<file path="config.mk">
export PLATFORM = sky130hd
export DESIGN_NAME = mux7_rr_sched_flat
export DESIGN_NICKNAME = d
export VERILOG_FILES = /design/src/rtl/mux7_rr_sched_if.sv /design/src/rtl/mux7_rr_sched.sv /design/src/flat_wrapper.sv
export SDC_FILE = /design/constraint.sdc
export NUM_CORES = 1
export LEC_CHECK = 0
export CAP_MARGIN = 30
export CELL_PAD_IN_SITES_DETAIL_PLACEMENT = 1
export CELL_PAD_IN_SITES_GLOBAL_PLACEMENT = 2
export CORE_MARGIN = 3
export CORE_UTILIZATION = 35
export CTS_CLUSTER_SIZE = 14
export DETAILED_ROUTE_END_ITERATION = 8
export PLACE_DENSITY = 0.85
export RECOVER_POWER = 25
export SLEW_MARGIN = 20
export SYNTH_ARGS = -nofsm -noshare
export SYNTH_HDL_FRONTEND = slang
export SYNTH_SLANG_ARGS = --single-unit
</file>
<file path="constraint.sdc">
create_clock -name clk -period 6.26 [get_ports clk]
set_clock_uncertainty 0.15 [all_clocks]
set_input_delay 1.252 -clock clk [delete_from_list [all_inputs] [get_ports clk]]
set_output_delay 1.252 -clock clk [all_outputs]
set_load 0.1 [all_outputs]
</file>
<file path="src/rtl/mux7_rr_sched_if.sv">
// Handshake/bus bundle between the seven requesters and the round-robin
// scheduler that drives the shared 7:1 select mux.
//   req   : per-lane request (lane k = req[k])
//   din   : packed lane data, lane k = din[k*WIDTH +: WIDTH]
//   sel   : registered mux select (0..6)
//   gnt   : registered one-hot grant, zero when idle
//   valid : dout carries granted-lane data
//   dout  : registered data of the granted lane
//   busy  : scheduler is in GRANT state
// master = requester side, slave = scheduler side.
interface mux7_rr_sched_if #(
  parameter int WIDTH = 1
);
  logic [6:0]         req;
  logic [7*WIDTH-1:0] din;
  logic [2:0]         sel;
  logic [6:0]         gnt;
  logic               valid;
  logic [WIDTH-1:0]   dout;
  logic               busy;

  modport master (output req, din, input sel, gnt, valid, dout, busy);
  modport slave  (input req, din, output sel, gnt, valid, dout, busy);
endinterface

</file>
<file path="src/rtl/mux7_rr_sched.sv">
// Round-robin scheduler for a shared 7:1 select mux with bounded grant hold.
// Ports:
//   clk : rising-edge clock
//   rst : asynchronous reset, active-high
//   bus : mux7_rr_sched_if.slave (req/din in; sel/gnt/valid/dout/busy out)
// A grant is held while its lane keeps requesting, up to MAX_HOLD cycles,
// then passes to the next requesting lane after it (wrapping 6 -> 0).
// Back-to-back grants never insert an idle cycle.
module mux7_rr_sched #(
  parameter int WIDTH    = 1,
  parameter int MAX_HOLD = 4
) (
  input  logic             clk,
  input  logic             rst,
  mux7_rr_sched_if.slave   bus
);
  typedef enum logic {IDLE = 1'b0, GRANT = 1'b1} state_t;

  state_t                  state_q, state_d;
  logic [2:0]              sel_q, sel_d;
  logic [6:0]              gnt_q, gnt_d;
  logic                    valid_q, valid_d;
  logic [WIDTH-1:0]        dout_q, dout_d;
  logic [2:0]              ptr_q, ptr_d;
  logic [3:0]              hold_q, hold_d;

  logic [6:0][WIDTH-1:0]   lanes;
  logic                    any_req;
  logic                    release_w;
  logic [2:0]              nxt_ptr;

  assign lanes   = bus.din;
  assign any_req = |bus.req;
  // Wrap 6 -> 0 so the pointer never reaches 7.
  assign nxt_ptr = (sel_q == 3'd6) ? 3'd0 : sel_q + 3'd1;
  assign release_w = !bus.req[sel_q] || (hold_q == 4'(MAX_HOLD - 1));

  // First requesting lane at or after p, wrapping. Scanning from the far end
  // lets the nearest hit overwrite earlier ones.
  function automatic logic [2:0] pick(input logic [6:0] r, input logic [2:0] p);
    logic [3:0] s;
    logic [2:0] res;
    res = p;
    for (int i = 6; i >= 0; i--) begin
      s = {1'b0, p} + 4'(i);
      if (s >= 4'd7) s = s - 4'd7;
      if (r[s[2:0]]) res = s[2:0];
    end
    return res;
  endfunction

  // State register (all architectural state).
  always_ff @(posedge clk or posedge rst) begin
    if (rst) begin
      state_q <= IDLE;
      sel_q   <= '0;
      gnt_q   <= '0;
      valid_q <= 1'b0;
      dout_q  <= '0;
      ptr_q   <= '0;
      hold_q  <= '0;
    end else begin
      state_q <= state_d;
      sel_q   <= sel_d;
      gnt_q   <= gnt_d;
      valid_q <= valid_d;
      dout_q  <= dout_d;
      ptr_q   <= ptr_d;
      hold_q  <= hold_d;
    end
  end

  // Next-state logic.
  always_comb begin
    state_d = state_q;
    case (state_q)
      IDLE:    if (any_req) state_d = GRANT;
      GRANT:   if (release_w && !any_req) state_d = IDLE;
      default: state_d = IDLE;
    endcase
  end

  // Grant / pointer / datapath next values.
  always_comb begin
    sel_d   = sel_q;
    gnt_d   = gnt_q;
    valid_d = valid_q;
    dout_d  = dout_q;
    ptr_d   = ptr_q;
    hold_d  = hold_q;
    case (state_q)
      IDLE: begin
        if (any_req) begin
          sel_d   = pick(bus.req, ptr_q);
          gnt_d   = 7'b1 << sel_d;
          hold_d  = '0;
          valid_d = 1'b1;
          dout_d  = lanes[sel_d];
        end else begin
          gnt_d   = '0;
          valid_d = 1'b0;
        end
      end
      GRANT: begin
        if (release_w) begin
          ptr_d = nxt_ptr;
          if (any_req) begin
            // A lone requester picks itself again here: no gap in gnt.
            sel_d   = pick(bus.req, nxt_ptr);
            gnt_d   = 7'b1 << sel_d;
            hold_d  = '0;
            valid_d = 1'b1;
            dout_d  = lanes[sel_d];
          end else begin
            gnt_d   = '0;
            valid_d = 1'b0;
          end
        end else begin
          hold_d  = hold_q + 4'd1;
          valid_d = 1'b1;
          dout_d  = lanes[sel_q];
        end
      end
      default: ;
    endcase
  end

  assign bus.sel   = sel_q;
  assign bus.gnt   = gnt_q;
  assign bus.valid = valid_q;
  assign bus.dout  = dout_q;
  assign bus.busy  = (state_q == GRANT);
endmodule

</file>
<file path="src/flat_wrapper.sv">
// flat-port wrapper written by rule: the top's interface ports become plain ports
module mux7_rr_sched_flat 
#(
  parameter int WIDTH    = 1,
  parameter int MAX_HOLD = 4
)
  (clk, rst, bus_req, bus_din, bus_sel, bus_gnt, bus_valid, bus_dout, bus_busy);
  mux7_rr_sched_if #(.WIDTH(WIDTH)) bus_i ();
  input  logic clk;
  input  logic rst;
  input wire logic [$bits(bus_i.req)-1:0] bus_req;
  input wire logic [$bits(bus_i.din)-1:0] bus_din;
  output wire logic [$bits(bus_i.sel)-1:0] bus_sel;
  output wire logic [$bits(bus_i.gnt)-1:0] bus_gnt;
  output wire logic [$bits(bus_i.valid)-1:0] bus_valid;
  output wire logic [$bits(bus_i.dout)-1:0] bus_dout;
  output wire logic [$bits(bus_i.busy)-1:0] bus_busy;
  assign bus_i.req = bus_req;
  assign bus_i.din = bus_din;
  assign bus_sel = bus_i.sel;
  assign bus_gnt = bus_i.gnt;
  assign bus_valid = bus_i.valid;
  assign bus_dout = bus_i.dout;
  assign bus_busy = bus_i.busy;
  mux7_rr_sched #(.WIDTH(WIDTH), .MAX_HOLD(MAX_HOLD)) u_core (.clk(clk), .rst(rst), .bus(bus_i));
endmodule
</file>
Word level (Yosys, flattened, before mapping)
Cells that the tools add are included.

Register bits after elaboration: 20. Output and inout bits: 13. Word-level logic and storage cells: 208.

Add/subtract/negate cells: 28. Magnitude comparators: 31. Equal/unequal tests: 6. Shifts and indexed selects: 2. Muxes and demuxes: 125. Bitwise logic cells: 1. Reductions and logical operators: 8.

Operators with widths (number): two-way mux 3 bit (72); < comparator 3 x 4 -> 1 bit, second input constant (17); binary-select mux 1 bit (select 3 bit) (18); greater-or-equal comparator 4 x 3 -> 1 bit, second input constant (12); subtractor 3 bit, second input constant (14); adder 3 x 3 -> 4 bit, second input constant (6); two-way mux 1 bit (24); two-way mux 7 bit (3); adder 3 x 2 -> 4 bit, second input constant (4); case mux 7 bit (2 select lines) (1); left shift 1 x 3 -> 7 bit, first input constant (2); adder 3 x 1 -> 4 bit, second input constant (2); two-way mux 4 bit (2); case mux 4 bit (2 select lines) (1); OR reduction 7 bit (1); greater-or-equal comparator 3 bit, second input constant (2); case mux 1 bit (2 select lines) (3); case mux 3 bit (2 select lines) (1); adder 4 x 1 -> 4 bit, second input constant (1); == test 4 x 2 -> 1 bit, second input constant (1); != test 2 bit, second input constant (2); AND reduction 2 bit (2); adder 3 x 1 -> 3 bit, second input constant (1); == test 3 bit, second input constant (1); other kinds (7) (8).

Logic depth before layout (Yosys ltp)
Gate-level depths: netlist of run 1.

Depth in word-level cells: 25. Mapped depth: 19. Depth with buffers taken out: 17.

Least setup slack after synthesis of run 1
No wires, ideal clock.

Kind: register to register. Start point: register u_core.sel_q[1], in the netlist u_core.bus.sel[1]. End point: register u_core.dout_q, in the netlist u_core.bus.dout. Arrival: 5.218 ns. Slack: 0.761 ns. Cell stages (with the launch flop): 20. Clock period less this slack: 5.499 ns. Path through: dfrtp_1 > buf_4 > buf_6 > buf_2 > nand2_1 > o21ai_0 > inv_1 > ha_1 > buf_2 > nor3b_2 > nor3_1 > or4_1 > nand3_1 > or2_1 > o211ai_1 > a311o_1 > nand2_1 > mux4_2 > o211ai_2 > o211ai_2.

Longest elaborated chain between the ends: 25. Elaborated cells between the ends (all ways): 88.

Ends and longest elaborated chain: start: declaration (line mux7_rr_sched.sv:20) `logic [2:0] sel_q, sel_d;`; start signal: assignment (line mux7_rr_sched.sv:64) `sel_q <= sel_d;`; adder 3 x 1 -> 3 bit or == test 3 bit (tied branches) (line mux7_rr_sched.sv:35) `assign nxt_ptr = (sel_q == 3'd6) ? 3'd0 : sel_q + 3'd1;`; two-way mux 3 bit * (line mux7_rr_sched.sv:35); net u_core.nxt_ptr[2] (line mux7_rr_sched.sv:30) `logic [2:0] nxt_ptr;`; adder 3 x 3 -> 4 bit (line mux7_rr_sched.sv:45) `s = {1'b0, p} + 4'(i);`; greater-or-equal comparator 4 x 3 -> 1 bit or subtractor 3 bit (tied branches) (line mux7_rr_sched.sv:46) `if (s >= 4'd7) s = s - 4'd7;`; two-way mux 3 bit (line mux7_rr_sched.sv:46); two-way mux 3 bit (line mux7_rr_sched.sv:107) `if (any_req) begin`; two-way mux 3 bit (line mux7_rr_sched.sv:105) `if (release_w) begin`; [10 not listed]; two-way mux 3 bit * (line mux7_rr_sched.sv:107); two-way mux 3 bit * (line mux7_rr_sched.sv:105); two-way mux 3 bit * (line mux7_rr_sched.sv:91) `case (state_q)`; binary-select mux 1 bit (select 3 bit) * (line mux7_rr_sched.sv:113) `dout_d = lanes[sel_d];`; two-way mux 1 bit (not written as such) * (line mux7_rr_sched.sv:113); two-way mux 1 bit * (line mux7_rr_sched.sv:107); two-way mux 1 bit * (line mux7_rr_sched.sv:105); case mux 1 bit (2 select lines) * (line mux7_rr_sched.sv:91); end signal: assignment (line mux7_rr_sched.sv:67) `dout_q <= dout_d;`; end: declaration (line mux7_rr_sched.sv:23) `logic [WIDTH-1:0] dout_q, dout_d;`.

Mark *: on every way through the listed nets, which the timed path passes. The rest lies on a longest branch. The select of a mux whose other input is x is not followed. A chain may end at the register's enable or synchronous reset.

Final worst setup path of run 1
Start point: register u_core.sel_q[0], in the netlist u_core.bus.sel[0]. End point: register u_core.dout_q, in the netlist u_core.bus.dout.

Same word-level chain as after synthesis.

==> summary.md, run 1 <==
| Metric | Value |
|---|---|
| Ant diodes | `0` |
| H-tree Lvls | `1` |
| Area grow syn2layout | `11.2%` |
| Gr usage total | `22.3%` |
| First-pass GRT wire length | `25900 µm` |
| Clk slew on worst S/H paths | `0.06 ns` |
| Cts hold-fix bufs | `0` |
| Tcrit/Tclk final | `86.3%` |
| Post-synthesis cell area | `0.00442 mm²` |
| Mapped Cells | `587` |
| Initial antenna violation count | `0` |
| Arr. time, crit path | `5.38 ns` |
| WP data required | `6.24 ns` |
| Max Fclk | `185 MHz` |
| DP HPWL | `11900 µm` |
| Largest cells by area after synthesis | `dfrtp_1, mux2i_1, ha_1` |
| Row cnt | `40` |
| Largest net degree at the start of global routing | `36` |
| Synth Net Count | `626` |
| Flops & latches, synth | `19` |
| Setup_tns | `0 ns` |
| Final antenna-violating net count | `0` |
| Tightest Pin Transition | `0.986 ns` |
| Yosys warnings | `0` |
| Ys async rst share | `100%` |
| Layout cells sized above 1 | `12.0%` |
| Post-CTS setup buffers | `0` |
| Vias/cell | `6.22` |
| Slew headroom | `34.1%` |
| Critical Path End Type | `flop` |
| Min-Delay Path Class | `reg2reg` |
| Yosys cell types | `93` |
| Met2 wire len | `7640 µm` |
| Chip Width | `118 µm` |
| Cell taking the most area after synthesis | `dfrtp_1` |
| Min Tclk post-route | `5.40 ns` |
| IO Pins | `29` |
| Synthesized area per cell | `7.52 µm²` |
| Commonest non-fill, non-tap cells in the layout | `nand2_1, nor2_1, mux2i_1` |
| Synth top area share | `10.8%` |
| Wl on met1 | `7360 µm` |
| Final Hold Fails | `0` |
| Detailed router's first-iteration violation count | `234` |
| Top Layer Used | `met4` |
| Met3 WL | `626 µm` |
| Clk_lat worst skew | `0.26 ns` |
| Nets | `632` |
| Sequential-to-total area share from yosys stat | `10.8%` |
| Core area | `0.0122 mm²` |
| Global placement routability congestion | `0.889` |
| RSZ-0062 raised after global routing | `false` |
| Post-CTS Resized | `0` |
| Via count | `4729` |
| Port Buffers | `28` |
| Initial cell density of the core | `36.3%` |
| Max cap viols | `0` |
| Status | `finished clean` |
| Post-synth EDFFs | `0` |
| Clock buffer depth | `2` |
| Cts bufs inserted | `3` |
| DRC Markers | `0` |
| Top_reg_cell synth | `dfrtp_1` |
| Final setup viols | `0` |
| Reg2reg setup slack | `0.86 ns` |
| CTS Root Cell | `clkbuf_16` |
| Worst-path fanout max | `17` |
| CTS tree | `done` |
| DRT Wirelength | `15900 µm` |
| Most common cell after layout, fill and taps aside | `nand2_1` |
| CP Launch Type | `flop` |
| Router iterations before antenna repair | `4` |
| Die area | `0.0140 mm²` |
| Vias in the first global route | `4932` |
| GRT Residual Overflow | `0` |
| CTS Sinks | `19` |
| Die Y | `118 µm` |
| WL/cell | `20.9 µm` |
| Final Slew Violations | `0` |
| CP Class | `reg2reg` |
[metrics by stage]
| stage | std cells | setup WS [ns] | instance area (µm²) | hold slack, ns | utilization (%) |
|---|---|---|---|---|---|
| floorplan | 587 | 0.761 | 4420 | 0.296 | - |
| global placement | 756 | 1.11 | 4830 | 0.319 | 39.7 |
| detailed placement | 756 | 0.922 | 4830 | 0.340 | 39.7 |
| CTS | 760 | 0.898 | 4910 | 0.348 | 40.4 |
| global route | 760 | 0.539 | 4910 | 0.378 | 40.4 |
| finish | 760 | 0.859 | 4910 | 0.345 | 40.4 |
[registers in the layout (all words and copies together), names as in the netlist]
signal           flops
u_core.bus.busy      1
u_core.bus.dout      1
u_core.bus.gnt       7
u_core.bus.sel       3
u_core.hold_q        4
u_core.ptr_q         3
[area by class of cell]
| class | instances | area, µm² |
|---|---|---|
| multi-input combinational | 491 | 3590 |
| fill | 1506 | 7250 |
| sequential | 19 | 475 |
| tap | 168 | 210 |
| timing repair buffer | 51 | 453 |
| clock buffer | 3 | 75.1 |
| inverter | 27 | 106 |
| clock inverter | 1 | 5.00 |
[worst max-delay path: stages, from the launching register on]
cell      delay [ns]
dfrtp_1         0.37
buf_4           0.20
or3b_1          0.41
and2_1          0.29
inv_1           0.17
ha_1            0.19
inv_1           0.05
ha_1            0.50
nor3b_2         0.35
nor3_1          0.11
or4_1           0.54
nand3_1         0.16
or2_1           0.18
o211ai_1        0.14
a311o_1         0.45
nand2_1         0.21
mux4_2          0.55
o211ai_2        0.16
o211ai_2        0.09
[routing by layer]
metal	track usage, %	vias up
met4	5.71	0
met1	29.6	2344
met3	1.91	29
met5	0	-
li1	-	2225
met2	38.7	131
[cells in the mapped netlist (3+ instances only)]
library cell,instances
a2111oi_2,3
dfrtp_1,19
mux2_2,9
a311o_1,6
nor4_1,5
inv_1,25
nand2b_1,19
a31oi_1,9
a211o_1,3
nand3b_1,3
o22ai_1,12
mux2i_1,38
nor2_1,47
o2111ai_1,5
a211oi_1,8
o31a_1,3
a21o_1,5
or2_1,4
o211ai_1,8
nor4bb_1,3
mux4_2,7
a22o_1,5
and3_1,5
ha_1,21
a221o_1,3
nand3_1,15
a21boi_0,4
o21ai_0,27
nor4b_1,3
or2_2,3
or3_1,4
o31ai_1,3
and2_1,8
nor3_1,12
buf_4,3
buf_6,4
a2bb2oi_1,4
nand4_1,3
a22oi_1,6
nand2_1,59
buf_2,13
clkbuf_1,29
a21oi_1,37
nor2b_1,8
[cells by family (layout without fill, tap and decap cells)]
logic type / count (synthesis) / after routing / synth area share (%)
and+or+nand+nor: 214 / 214 / 25.0
AOI/OAI and AO/OA: 195 / 195 / 33.2
buffers and inverters: 77 / 82 / 7.99
muxes: 55 / 55 / 14.7
adders and majority gates: 23 / 23 / 6.86
DFF: 19 / 19 / 10.8
xor gates and xnor gates: 4 / 4 / 1.39
[worst paths after layout]
kind | startpoint | to | cells after the start
setup / recovery | u_core.bus.sel[0] | u_core.bus.dout | 18
hold / removal | u_core.hold_q[3] | u_core.hold_q[3] | 1
hold reg to reg | u_core.hold_q[3] | u_core.hold_q[3] | 1
setup reg to reg | u_core.bus.sel[0] | u_core.bus.dout | 18
min in group asynchronous | rst | u_core.hold_q[0] | 2
max in group asynchronous | rst | u_core.ptr_q[0] | 2
Power of run 1 is left out: the tool's default activity adds up to more than one toggle a clock period on the data nets, which glitch-free logic cannot reach.
==> inputs of run 2 (changes only) <==
--- a/config.mk
+++ b/config.mk
@@ -10,11 +10,10 @@
 export CELL_PAD_IN_SITES_GLOBAL_PLACEMENT = 2
 export CORE_MARGIN = 3
 export CORE_UTILIZATION = 35
-export CTS_CLUSTER_SIZE = 14
+export CTS_CLUSTER_SIZE = 16
 export DETAILED_ROUTE_END_ITERATION = 8
 export PLACE_DENSITY = 0.85
 export RECOVER_POWER = 25
-export SLEW_MARGIN = 20
 export SYNTH_ARGS = -nofsm -noshare
 export SYNTH_HDL_FRONTEND = slang
 export SYNTH_SLANG_ARGS = --single-unit
==> results of run 2 <==
Same layout as run 1: the final DEF is identical, and so are final timing and power.
Power of run 2 is left out for the same reason.
==> inputs of run 3 (changes only) <==
--- a/config.mk
+++ b/config.mk
@@ -10,6 +10,7 @@
 export CELL_PAD_IN_SITES_GLOBAL_PLACEMENT = 2
 export CORE_MARGIN = 3
 export CORE_UTILIZATION = 35
+export CTS_CLUSTER_DIAMETER = 100
 export CTS_CLUSTER_SIZE = 16
 export DETAILED_ROUTE_END_ITERATION = 8
 export PLACE_DENSITY = 0.85
==> results of run 3 <==
Same layout as run 1: the final DEF is identical, and so are final timing and power.
Power of run 3 is left out for the same reason.
